<file path="src/rtl/traceback_walker.sv">
// Traceback walker: steps back from an end cell through the five-matrix affine-gap
// traceback memory and streams M/I/D ops downstream. Optional run-length merging: TB_RLE_EN.
module traceback_walker #(
    parameter int ROW_W = 8,
    parameter int COL_W = 8,
    parameter int LEN_W = 9
) (
    input  logic             clk,
    input  logic             rst_n,
    input  logic             start,
    input  logic [ROW_W-1:0] start_row,
    input  logic [COL_W-1:0] start_col,
    output logic             busy,
    output logic             done,
    output logic [ROW_W-1:0] end_row,
    output logic [COL_W-1:0] end_col,
    output logic             mem_rd_en,
    output logic [ROW_W-1:0] mem_row,
    output logic [COL_W-1:0] mem_col,
    input  logic [4:0]       mem_rdata,
    output logic             op_valid,
    input  logic             op_ready,
    output logic [1:0]       op_code,
    output logic [LEN_W-1:0] op_len
);

    typedef enum logic [2:0] {
        S_M = 3'd0, S_I = 3'd1, S_D = 3'd2, S_STOP = 3'd3, S_IT = 3'd4, S_DT = 3'd5
    } tb_state_t;

    typedef enum logic [2:0] {IDLE, READ, WAIT, EVAL, EMIT, FINISH} fsm_t;

    localparam logic [1:0] OP_M = 2'd0;
    localparam logic [1:0] OP_I = 2'd1;
    localparam logic [1:0] OP_D = 2'd2;

    fsm_t             fsm, fsm_nx;
    logic [ROW_W-1:0] row_q;
    logic [COL_W-1:0] col_q;
    tb_state_t        pre_q;
    logic [4:0]       case_q;

    function automatic tb_state_t next_tb(input logic [4:0] c, input tb_state_t pre);
        tb_state_t s;
        s = S_STOP;
        if (c == 5'd0) begin
            s = S_STOP;
        end else if (c[4]) begin
            case (pre)
                S_M:     s = S_M;
                S_I:     s = c[3] ? S_I  : S_M;
                S_D:     s = c[2] ? S_D  : S_M;
                S_IT:    s = c[1] ? S_IT : S_M;
                S_DT:    s = c[0] ? S_DT : S_M;
                default: s = S_STOP;
            endcase
        end else begin
            case (pre)
                S_M: begin
                    case (c[3:2])
                        2'b00:   s = S_I;
                        2'b01:   s = S_D;
                        2'b10:   s = S_IT;
                        default: s = S_DT;
                    endcase
                end
                S_I, S_D, S_IT, S_DT: s = pre;
                default:              s = S_STOP;
            endcase
        end
        return s;
    endfunction

    tb_state_t        s_next;
    logic             is_stop, jump, term_mv, at_edge;
    logic [1:0]       mv_op;
    logic [ROW_W-1:0] mv_row;
    logic [COL_W-1:0] mv_col;

    // The op follows the state being entered, so a gap state that closes back into M
    // on this cell emits a diagonal move.
    always_comb begin
        s_next  = next_tb(case_q, pre_q);
        is_stop = (s_next == S_STOP);
        jump    = (pre_q == S_M) && !case_q[4] && !is_stop;
        case (s_next)
            S_M:       mv_op = OP_M;
            S_I, S_IT: mv_op = OP_I;
            default:   mv_op = OP_D;
        endcase
        mv_row  = (mv_op != OP_D) ? row_q - 1'b1 : row_q;
        mv_col  = (mv_op != OP_I) ? col_q - 1'b1 : col_q;
        term_mv = (mv_row == '0) || (mv_col == '0);
        at_edge = (row_q == '0) || (col_q == '0);
    end

`ifdef TB_RLE_EN
    logic             have_run, stopping;
    logic [1:0]       run_code;
    logic [LEN_W-1:0] run_len, new_len, op_len_q;
    logic             emit_now;

    always_comb begin
        new_len  = (have_run && mv_op == run_code) ? run_len + 1'b1 : LEN_W'(1);
        emit_now = (have_run && mv_op != run_code) || (new_len == '1) || term_mv;
    end
    assign op_len = op_len_q;
`else
    assign op_len = LEN_W'(1);
`endif

    always_ff @(posedge clk or negedge rst_n) begin
        if (!rst_n) fsm <= IDLE;
        else        fsm <= fsm_nx;
    end

    always_comb begin
        fsm_nx = fsm;
        case (fsm)
            IDLE: if (start) fsm_nx = (start_row == '0 || start_col == '0) ? FINISH : READ;
            READ: fsm_nx = WAIT;
            WAIT: fsm_nx = EVAL;
`ifdef TB_RLE_EN
            EVAL: begin
                if (is_stop)       fsm_nx = have_run ? EMIT : FINISH;
                else if (jump)     fsm_nx = READ;
                else if (emit_now) fsm_nx = EMIT;
                else               fsm_nx = READ;
            end
            EMIT: if (op_ready) fsm_nx = (at_edge || stopping) ? (have_run ? EMIT : FINISH) : READ;
`else
            EVAL: begin
                if (is_stop)   fsm_nx = FINISH;
                else if (jump) fsm_nx = READ;
                else           fsm_nx = EMIT;
            end
            EMIT: if (op_ready) fsm_nx = at_edge ? FINISH : READ;
`endif
            FINISH:  fsm_nx = IDLE;
            default: fsm_nx = IDLE;
        endcase
    end

    assign mem_rd_en = (fsm == READ);
    assign op_valid  = (fsm == EMIT);
    assign mem_row   = row_q;
    assign mem_col   = col_q;

    always_ff @(posedge clk or negedge rst_n) begin
        if (!rst_n) begin
            row_q    <= '0;
            col_q    <= '0;
            pre_q    <= S_M;
            case_q   <= '0;
            busy     <= 1'b0;
            done     <= 1'b0;
            end_row  <= '0;
            end_col  <= '0;
            op_code  <= OP_M;
`ifdef TB_RLE_EN
            have_run <= 1'b0;
            stopping <= 1'b0;
            run_code <= OP_M;
            run_len  <= LEN_W'(1);
            op_len_q <= LEN_W'(1);
`endif
        end else begin
            done <= 1'b0;
            case (fsm)
                IDLE: if (start) begin
                    row_q    <= start_row;
                    col_q    <= start_col;
                    pre_q    <= S_M;
                    busy     <= 1'b1;
`ifdef TB_RLE_EN
                    have_run <= 1'b0;
                    stopping <= 1'b0;
`endif
                end
                WAIT: case_q <= mem_rdata;
                EVAL: begin
                    if (!is_stop) begin
                        pre_q <= s_next;
                        if (!jump) begin
                            row_q <= mv_row;
                            col_q <= mv_col;
`ifdef TB_RLE_EN
                            // A differing op flushes the old run and opens a new one
                            // with the current op still held back.
                            if (have_run && mv_op != run_code) begin
                                op_code  <= run_code;
                                op_len_q <= run_len;
                                run_code <= mv_op;
                                run_len  <= LEN_W'(1);
                            end else if (emit_now) begin
                                op_code  <= mv_op;
                                op_len_q <= new_len;
                                have_run <= 1'b0;
                            end else begin
                                run_code <= mv_op;
                                run_len  <= new_len;
                                have_run <= 1'b1;
                            end
`else
                            op_code <= mv_op;
`endif
                        end
                    end
`ifdef TB_RLE_EN
                    else begin
                        stopping <= 1'b1;
                        if (have_run) begin
                            op_code  <= run_code;
                            op_len_q <= run_len;
                            have_run <= 1'b0;
                        end
                    end
`endif
                end
`ifdef TB_RLE_EN
                EMIT: if (op_ready && (at_edge || stopping) && have_run) begin
                    op_code  <= run_code;
                    op_len_q <= run_len;
                    have_run <= 1'b0;
                end
`endif
                FINISH: begin
                    done    <= 1'b1;
                    busy    <= 1'b0;
                    end_row <= row_q;
                    end_col <= col_q;
                end
                default: ;
            endcase
        end
    end

endmodule
</file>
<file path="config.mk">
export PLATFORM = sky130hd
export DESIGN_NAME = traceback_walker
export DESIGN_NICKNAME = d
export VERILOG_FILES = /design/src/rtl/traceback_walker.sv
export SDC_FILE = /design/constraint.sdc
export NUM_CORES = 1
export LEC_CHECK = 0
export BUFFER_PORTS_ARGS = -buffer_cell sky130_fd_sc_hd__buf_2
export CORE_UTILIZATION = 57
export DETAILED_ROUTE_END_ITERATION = 8
export PLACE_DENSITY = 0.86
export SLEW_MARGIN = 20
export SYNTH_ARGS = -nofsm -noshare
export SYNTH_HDL_FRONTEND = slang
export SYNTH_SLANG_ARGS = --single-unit
</file>
<file path="constraint.sdc">
create_clock -name clk -period 4.8 [get_ports clk]
set_input_delay 0.96 -clock clk [delete_from_list [all_inputs] [get_ports clk]]
set_output_delay 0.96 -clock clk [all_outputs]
set_load 0.005 [all_outputs]
</file>
==> results.yml, run 1 <==
status:
  status: "finished, violations left"
  violations: "DRC"
timing:
  worst_pin_slew_ns: 0.944
  setup_ws_ns: 2.02
  setup_tns_ns: 0
  whs_ns: 0.481
  rsz0062_at_grt: "no"
  fmax_ghz: 0.360
  setup_viol_count_final: 0
  period_minus_slack_ns: 2.78
  slew_headroom_pct: 37.1
  hold_viol_final: 0
  fin_skew_ns: 0.00755
  fin_crit_sh_pct: 57.9
  drv_slew: 0
worst_setup_path:
  crit_path_end_kind: "flop"
  worstPathArrival_ns: 2.97
  cp_data_required_time_ns: 4.99
  crit_fanout: 28
  path_class: "reg2reg"
  worst_setup_path_start_kind: "flop"
layout:
  final_cells: 391
  final_util_pct: 67.6
  layout_commonest_cell: "buf_2"
  num-nets-final: 372
  layout-drive-gt1-share_pct: 28.3
  antenna_cells: 0
  layout_common_cells: "buf_2, dfrtp_1, nor2_1"
  syn_to_final_growth_pct: 11.6
cts:
  clkLatencyLatePin_ns: 0.30
  cts-buffers-inserted: 5
  cts.path.max_buffers: 2
  post-cts-setup-buffers: 0
  cts_sinks: 47
  path_clk_slew_ns: 0.08
  htree_levels: 2
  postCtsHoldBufs: 0
  cts_tree: "built"
  cts_resized: 0
  clock-root-buffer: "clkbuf_8"
power_and_ir_drop:
  power-per-cell-area_nw_per_um2: 645
  leakage_nw: 1.41
  ir_worst_vdd_mv: 0.311
route:
  num_vias: 2295
  drc: 8
  routed_wl_um: 5940
  wl_per_cell_um: 15.2
  ant_nets: 0
  avgViaCountPerCell: 5.87
  drtIter0Drc: 196
  dr.pass1.iters: 6
floorplanning:
  dieArea_um2: 5000
  die_w_um: 70.7
  die_y_um: 70.7
  io_pins: 72
  start_util_pct: 60.6
  row_count: 24
  core_area_um2: 4440
synthesis:
  synth_edf_count: 0
  avgSynthCellArea_um2: 9.32
  async_flop_share_pct: 100
  synth_flop_cell: "dfrtp_1"
  synth_area_um2: 2690
  yosys.cell_types.count: 56
  yosysSeqAreaShare_pct: 43.7
  synth-seq-cells: 47
  synthCells: 289
  synth_warnings: 0
hold_path:
  hp-class: "reg2reg"
job:
  maxCapViolCount: 0
placement:
  io_buffers: 62
  dp_hpwl_um: 4250
  gp_congestion: 0.862
  pre_cts_slack_ns: 2.05
  dpl.cell_count: 385
global_routing:
  grt_pass1_vias: 2094
  antenna_found_initial: 0
  grt_overflow: 0
  track_usage_pct: 25.4
  grt_max_degree: 48
  grt_pass1_wl_um: 9920
[metrics by stage]
| step | total power [W] | area [um2] |
|---|---|---|
| after floorplan | 0.00143 | 2720 |
| after global placement | 0.00166 | 2930 |
| after detailed placement | 0.00171 | 2930 |
| after CTS | 0.00194 | 3000 |
| after global routing | 0.00210 | 3010 |
| final | 0.00194 | 3010 |
[power by group]
group	switching (W)	internal [W]
clock	0.000127	0.0000974
sequential	0.000201	0.000578
combinational	0.000501	0.000432
[routing by layer]
layer | part of all wire (%) | GRT usage, % | wire length (um) | vias up
met3 | 5.0 | 5.70 | 299 | 7
met2 | 47 | 38.9 | 2790 | 66
met1 | 47 | 36.3 | 2780 | 1114
li1 | - | - | - | 1108
met5 | 0 | 0 | 0 | -
met4 | 1.2 | 7.78 | 69 | 0
[Yosys cell counts (all sizes together) (2+ instances only)]
master / number / area [um2]
dfrtp: 47 / 1180
nor2: 30 / 118
nand2: 27 / 104
o21ai: 24 / 124
a21oi: 22 / 121
buf: 19 / 143
mux2: 15 / 169
inv: 13 / 48.8
ha: 7 / 87.6
nor3: 7 / 35.0
a31oi: 6 / 37.5
clkbuf: 6 / 22.5
nor4: 6 / 37.5
o22a: 6 / 52.6
a21o: 4 / 30.0
nand2b: 4 / 25.0
nand3: 4 / 20.0
nor3b: 4 / 35.0
o22ai: 4 / 25.0
or3: 4 / 25.0
a211oi: 3 / 22.5
a221o: 2 / 20.0
conb: 2 / 7.51
o21a: 2 / 22.5
[flip-flops by register name, indices dropped and copies added, names as in the netlist]
register	cells
end_col	8
busy	1
done	1
fsm	3
pre_q	3
case_q	5
mem_row	8
op_code	2
mem_col	8
end_row	8
[worst max-delay path: stages, from the launching register on]
cell and delay [ns]:
dfrtp_1 0.54, and3b_1 0.84, nand2_2 0.16, nor3b_2 0.28, o21ai_2 0.11, nand2b_1 0.30, o21ai_1 0.12, a221o_1 0.30
[logic make-up after synthesis]
logic type / synth area share (%)
other cells: 0.279
mux: 6.27
buf+inv: 7.94
flops: 43.7
fa+ha+maj: 3.25
compound gates: 20.4
simple gates: 18.2
[worst paths after layout]
path                       startpoint         end  slack, ns  depth (start not counted)
max                            fsm[0]  mem_row[2]       2.02                          7
max reg2reg                    fsm[0]  mem_row[2]       2.02                          7
min reg2reg                end_row[0]  end_row[0]       0.48                          2
min                        end_row[0]  end_row[0]       0.48                          2
max in group asynchronous       rst_n  end_row[0]       3.73                          1
min in group asynchronous       rst_n  mem_col[5]       0.65                          1
[area by class of cell]
cell class	count	area [um2]
inverters	13	48.8
fillers	377	1440
repair buffers	62	313
flip-flops and latches	47	1180
multi-input cells	211	1330
well taps	52	65.1
clock buffers	6	72.6
Note: power is estimated with default switching activity, not from simulation.
==> run 2, diff against run 1 <==
- CORE_UTILIZATION: 57 -> 53
- PLACE_DENSITY: 0.86 -> 0.8
- clock period: 4.8 -> 2.86 ns (I/O delays scaled with it)
==> results.yml, run 2 (synthesis gave the netlist of run 1 again) <==
power_and_ir_drop:
  leakage_nw: 1.44
  switching_share_pct: 42.5
  power-per-cell-area_nw_per_um2: 1070
  power_switching_w: 0.00139
  ir_worst_vdd_mv: 0.543
  power_frac_seq_pct: 39.9
  comb_power_share_pct: 47.6
  intPower_w: 0.00189
  pwr-share-clk_pct: 12.5
route:
  drtIter0Drc: 161
  drc: 0
  dr.pass1.iters: 4
  routed_wl_um: 5830
  num_vias: 2270
  ant_nets: 0
  wl_per_cell_um: 14.1
  avgViaCountPerCell: 5.50
timing:
  setup_ws_ns: 0.605
  fin_skew_ns: 0.00771
  rsz0062_at_grt: "no"
  slew_headroom_pct: 47.0
  fmax_ghz: 0.443
  hold_viol_final: 0
  worst_pin_slew_ns: 0.794
  fin_crit_sh_pct: 78.9
  period_minus_slack_ns: 2.26
  drv_slew: 0
  setup_viol_count_final: 0
  setup_tns_ns: 0
global_routing:
  grtUsageMet1_pct: 33.4
  grt_pass1_vias: 2037
  met3_usage_pct: 4.25
  use_met2_pct: 34.5
  grt-busiest-layer: "met2"
  grt_overflow: 0
  grt_max_degree: 28
  antenna_found_initial: 0
  track_usage_pct: 22.9
  grt_pass1_wl_um: 9360
worst_setup_path:
  worstPathArrival_ns: 2.45
  crit_path_end_kind: "flop"
  path_class: "reg2reg"
  path_delay_family: "compound AO/OA/AOI/OAI gates"
  critPathBufInv: 1
  critical_path.most_common_cell: "a21oi_1"
  crit_fanout: 15
  slowest_delay_ns: 0.43
  cp_slowest_cell: "dfrtp_1"
  cp_data_required_time_ns: 3.05
  r2r_cells: 9
  cp_cell_sequence: "inv_1 > ha_1 > o21ba_2 > o21bai_1 > a21oi_1 > nand3b_1 > a21oi_4 > a21oi_1 > o22a_1"
  path_depth: 9
  worst_setup_path_start_kind: "flop"
floorplanning:
  io_pins: 72
  core_area_um2: 4820
  die_y_um: 73.3
  row_count: 25
  dieArea_um2: 5370
  start_util_pct: 55.9
  die_w_um: 73.3
layout:
  layout_common_cells: "buf_2, dfrtp_1, nor2_1"
  layout_commonest_cell: "buf_2"
  final_cells: 413
  num-nets-final: 377
  final-seq-area_um2: 1180
  syn_to_final_growth_pct: 14.1
  fillCellCount: 427
  layout-drive-gt1-share_pct: 30.1
  multi_input_area_um2: 1330
  antenna_cells: 0
cts:
  clkLatencyLatePin_ns: 0.31
  cts-buffers-inserted: 5
  cts.path.max_buffers: 2
  htree_levels: 2
  cts_tree: "built"
  path_clk_slew_ns: 0.09
  cts_resized: 0
  cts_sinks: 47
  postCtsHoldBufs: 0
  post-cts-setup-buffers: 0
  clock-root-buffer: "clkbuf_8"
placement:
  dp_hpwl_um: 4250
  pre_cts_slack_ns: 0.633
  dpl.cell_count: 405
  io_buffers: 62
  gp_congestion: 0.861
job:
  maxCapViolCount: 0
hold_path:
  hp-class: "in2async"
status:
  status: "completed"
[run 2: cell types whose count changed in the layout (fill, tap and decap cells not counted)]
cell / previous run / this run
inv_6: 0 / 1
buf_2: 61 / 62
buf_4: 1 / 5
clkbuf_1: 1 / 0
clkinv_2: 0 / 2
[run 2: path summary, 6_finish.rpt]
check / to / start / slack (ns)
max reg2reg: mem_col[6] / case_q[2] / 0.60
min in group clk: case_q[2] / mem_rdata[2] / 0.47
min reg2reg: end_row[1] / end_row[1] / 0.48
min: end_row[0] / rst_n / 0.27
max: mem_col[6] / case_q[2] / 0.60
max in group asynchronous: mem_col[1] / rst_n / 1.98
[run 2: power by group through the flow]
stage / Clock, W / Sequential [W] / Combinational [W]
4_1_cts: 0.000421 / 0.00130 / 0.00157
3_5_place_dp: 0 / 0.00131 / 0.00156
3_3_place_gp: 0 / 0.00131 / 0.00152
6_report: 0.000410 / 0.00131 / 0.00156
5_1_grt: 0.000440 / 0.00136 / 0.00175
2_1_floorplan: 0 / 0.00121 / 0.00119
[run 2: per-stage QoR]
stage / instance area (um2) / hold WS (ns) / utilization, % / total power (W)
floorplan: 2720 / 0.276 / - / 0.00240
global placement: 2990 / 0.462 / 62.0 / 0.00283
detailed placement: 2990 / 0.468 / 62.0 / 0.00288
CTS: 3070 / 0.283 / 63.8 / 0.00329
global route: 3070 / 0.310 / 63.8 / 0.00355
finish: 3070 / 0.269 / 63.8 / 0.00328
[run 2: area by class of cell]
| type | instances | area share (%) |
|---|---|---|
| Clock inverter | 3 | 0.611 |
| Inverter | 13 | 1.59 |
| Timing Repair Buffer | 67 | 11.3 |
| Sequential cell | 47 | 38.3 |
| Clock buffer | 5 | 2.24 |
| Tap cell | 67 | 2.73 |
| Multi-Input combinational cell | 211 | 43.3 |
[run 2: metal layers]
metal	part of all wire, %	vias to the layer above
li1	-	1121
met1	49	1073
met2	45	69
met3	4.3	7
met4	1.3	0
met5	0	-
==> run 3, diff against run 2 <==
- ABC_AREA: not set -> 1
- clock period: 2.86 -> 2.08 ns (I/O delays scaled with it)
==> results.yml, run 3 <==
global_routing:
  grt_max_degree: 32
  track_usage_pct: 24.8
  use_met2_pct: 43.2
  antenna_found_initial: 0
  grt_pass1_vias: 2346
  grt_overflow: 0
  met3_usage_pct: 3.61
  grtUsageMet1_pct: 31.3
  grt-busiest-layer: "met2"
  grt_pass1_wl_um: 10600
timing:
  rsz0062_at_grt: "no"
  fin_crit_sh_pct: 87.9
  drv_slew: 0
  setup_viol_count_final: 0
  whs_ns: 0.0504
  setup_tns_ns: 0
  fmax_ghz: 0.547
  fin_skew_ns: 0.00567
  period_minus_slack_ns: 1.83
  hold_viol_final: 0
placement:
  io_buffers: 62
  dp_hpwl_um: 4920
  dpl.cell_count: 504
  gp_congestion: 0.965
synthesis:
  yosys.area.top_type: "dfrtp_1"
  synth_area_um2: 2830
  yosysSeqAreaShare_pct: 41.5
  synth_warnings: 0
  avgSynthCellArea_um2: 7.49
  async_flop_share_pct: 100
  yosys-top-cells-area: "dfrtp_1, nand2_1, o21ai_0"
  yosys.cell_types.count: 31
  synthCells: 378
  synth_top_area_share_pct: 41.5
  yosysMostFrequentCell: "nand2_1"
  synth_edf_count: 0
  synth_common_cells: "nand2_1, dfrtp_1, inv_1"
  synth_flop_cell: "dfrtp_1"
  synth-seq-cells: 47
worst_setup_path:
  cp_cell_sequence: "inv_1 > ha_1 > nand3b_1 > nand2_1 > nand2_2 > nand2_4 > nand2_1 > nand2_1 > nand2_2 > nand3_4 > nand2_1 > nand2_1"
  crit_path_end_kind: "flop"
  crit_fanout: 10
  cp_data_required_time_ns: 2.32
  r2r_cells: 12
  worst_setup_path_start_kind: "flop"
  worstPathArrival_ns: 2.07
  r2r_slack_ns: 0.25
  slowest_delay_ns: 0.40
  critical_path.most_common_cell: "nand2_1"
  cp_slowest_cell: "dfrtp_1"
  path_class: "reg2reg"
cts:
  htree_levels: 2
  postCtsHoldBufs: 0
  path_clk_slew_ns: 0.09
  cts.path.max_buffers: 2
  cts_resized: 0
  cts_sinks: 47
  post-cts-setup-buffers: 0
  clock-root-buffer: "clkbuf_8"
  cts-buffers-inserted: 5
  clkLatencyLatePin_ns: 0.30
  cts_tree: "built"
hold_path:
  hp-class: "in2async"
layout:
  final_util_pct: 64.6
  layout-drive-gt1-share_pct: 22.2
  final_cells: 512
  layout_common_cells: "nand2_1, buf_2, dfrtp_1"
  antenna_cells: 0
  layout_commonest_cell: "nand2_1"
  num-nets-final: 473
  syn_to_final_growth_pct: 17.3
route:
  avgViaCountPerCell: 5.21
  dr.pass1.iters: 4
  num_vias: 2665
  drc: 0
  drtIter0Drc: 178
  wl_per_cell_um: 12.7
  routed_wl_um: 6520
  ant_nets: 0
floorplanning:
  io_pins: 72
  die_w_um: 75.1
  dieArea_um2: 5640
  die_y_um: 75.1
  start_util_pct: 55.1
  core_area_um2: 5140
  row_count: 26
power_and_ir_drop:
  ir_worst_vdd_mv: 0.801
  power-per-cell-area_nw_per_um2: 1560
  leakage_nw: 1.83
  fin_total_pwr_w: 0.00518
status:
  status: "completed"
job:
  maxCapViolCount: 0
==> run 3: worst paths after layout <==
| path | startpoint | to |
|---|---|---|
| hold reg to reg | busy | busy |
| min in group clk | mem_rdata[1] | case_q[1] |
| max in group asynchronous | rst_n | op_code[0] |
| setup reg to reg | case_q[2] | mem_row[4] |
| setup / recovery | case_q[2] | mem_row[4] |
| hold / removal | rst_n | case_q[2] |
==> run 3: per-layer routing <==
layer,up-vias,routed length [um]
li1,1340,-
met1,1223,2820
met2,90,3220
met3,12,366
met4,0,112
met5,-,0
==> run 3: final cells by class <==
class                   count  area (um2)
multi-input cells         275        1390
inverters                  45         169
clock buffers               5        68.8
fillers                   458        1820
well taps                  70        87.6
repair buffers             67         360
clock inverters             3        67.6
flip-flops and latches     47        1180
==> run 3: metrics by stage <==
| step | setup WS (ns) | instance area (um2) |
|---|---|---|
| 6_report | 0.252 | 3320 |
| 5_1_grt | 0.0600 | 3320 |
| 4_1_cts | 0.259 | 3320 |
| 3_5_place_dp | 0.281 | 3180 |
| 3_3_place_gp | 0.338 | 3180 |
| 2_1_floorplan | 0.393 | 2860 |
==> run 3: critical path: cells and delay by family (launching register included) <==
family	cells	cell delay, ns
simple gates	10	0.99
fa+ha+maj	1	0.28
buf+inv	1	0.09
flops	1	0.40
==> run 3: cell families after synthesis <==
group | Yosys count | share of synthesized area [%]
AOI/OAI and AO/OA | 56 | 10.3
adders and majority gates | 7 | 3.09
buffers and inverters | 63 | 10.3
DFF | 47 | 41.5
other | 2 | 0.265
and+or+nand+nor | 203 | 34.5
==> run 3: power by group <==
group	switching [W]	internal [W]	leakage [nW]
logic	0.00169	0.000993	1.17
clock network	0.000317	0.000479	0.0644
registers	0.000371	0.00133	0.589
total	0.00238	0.00280	1.83
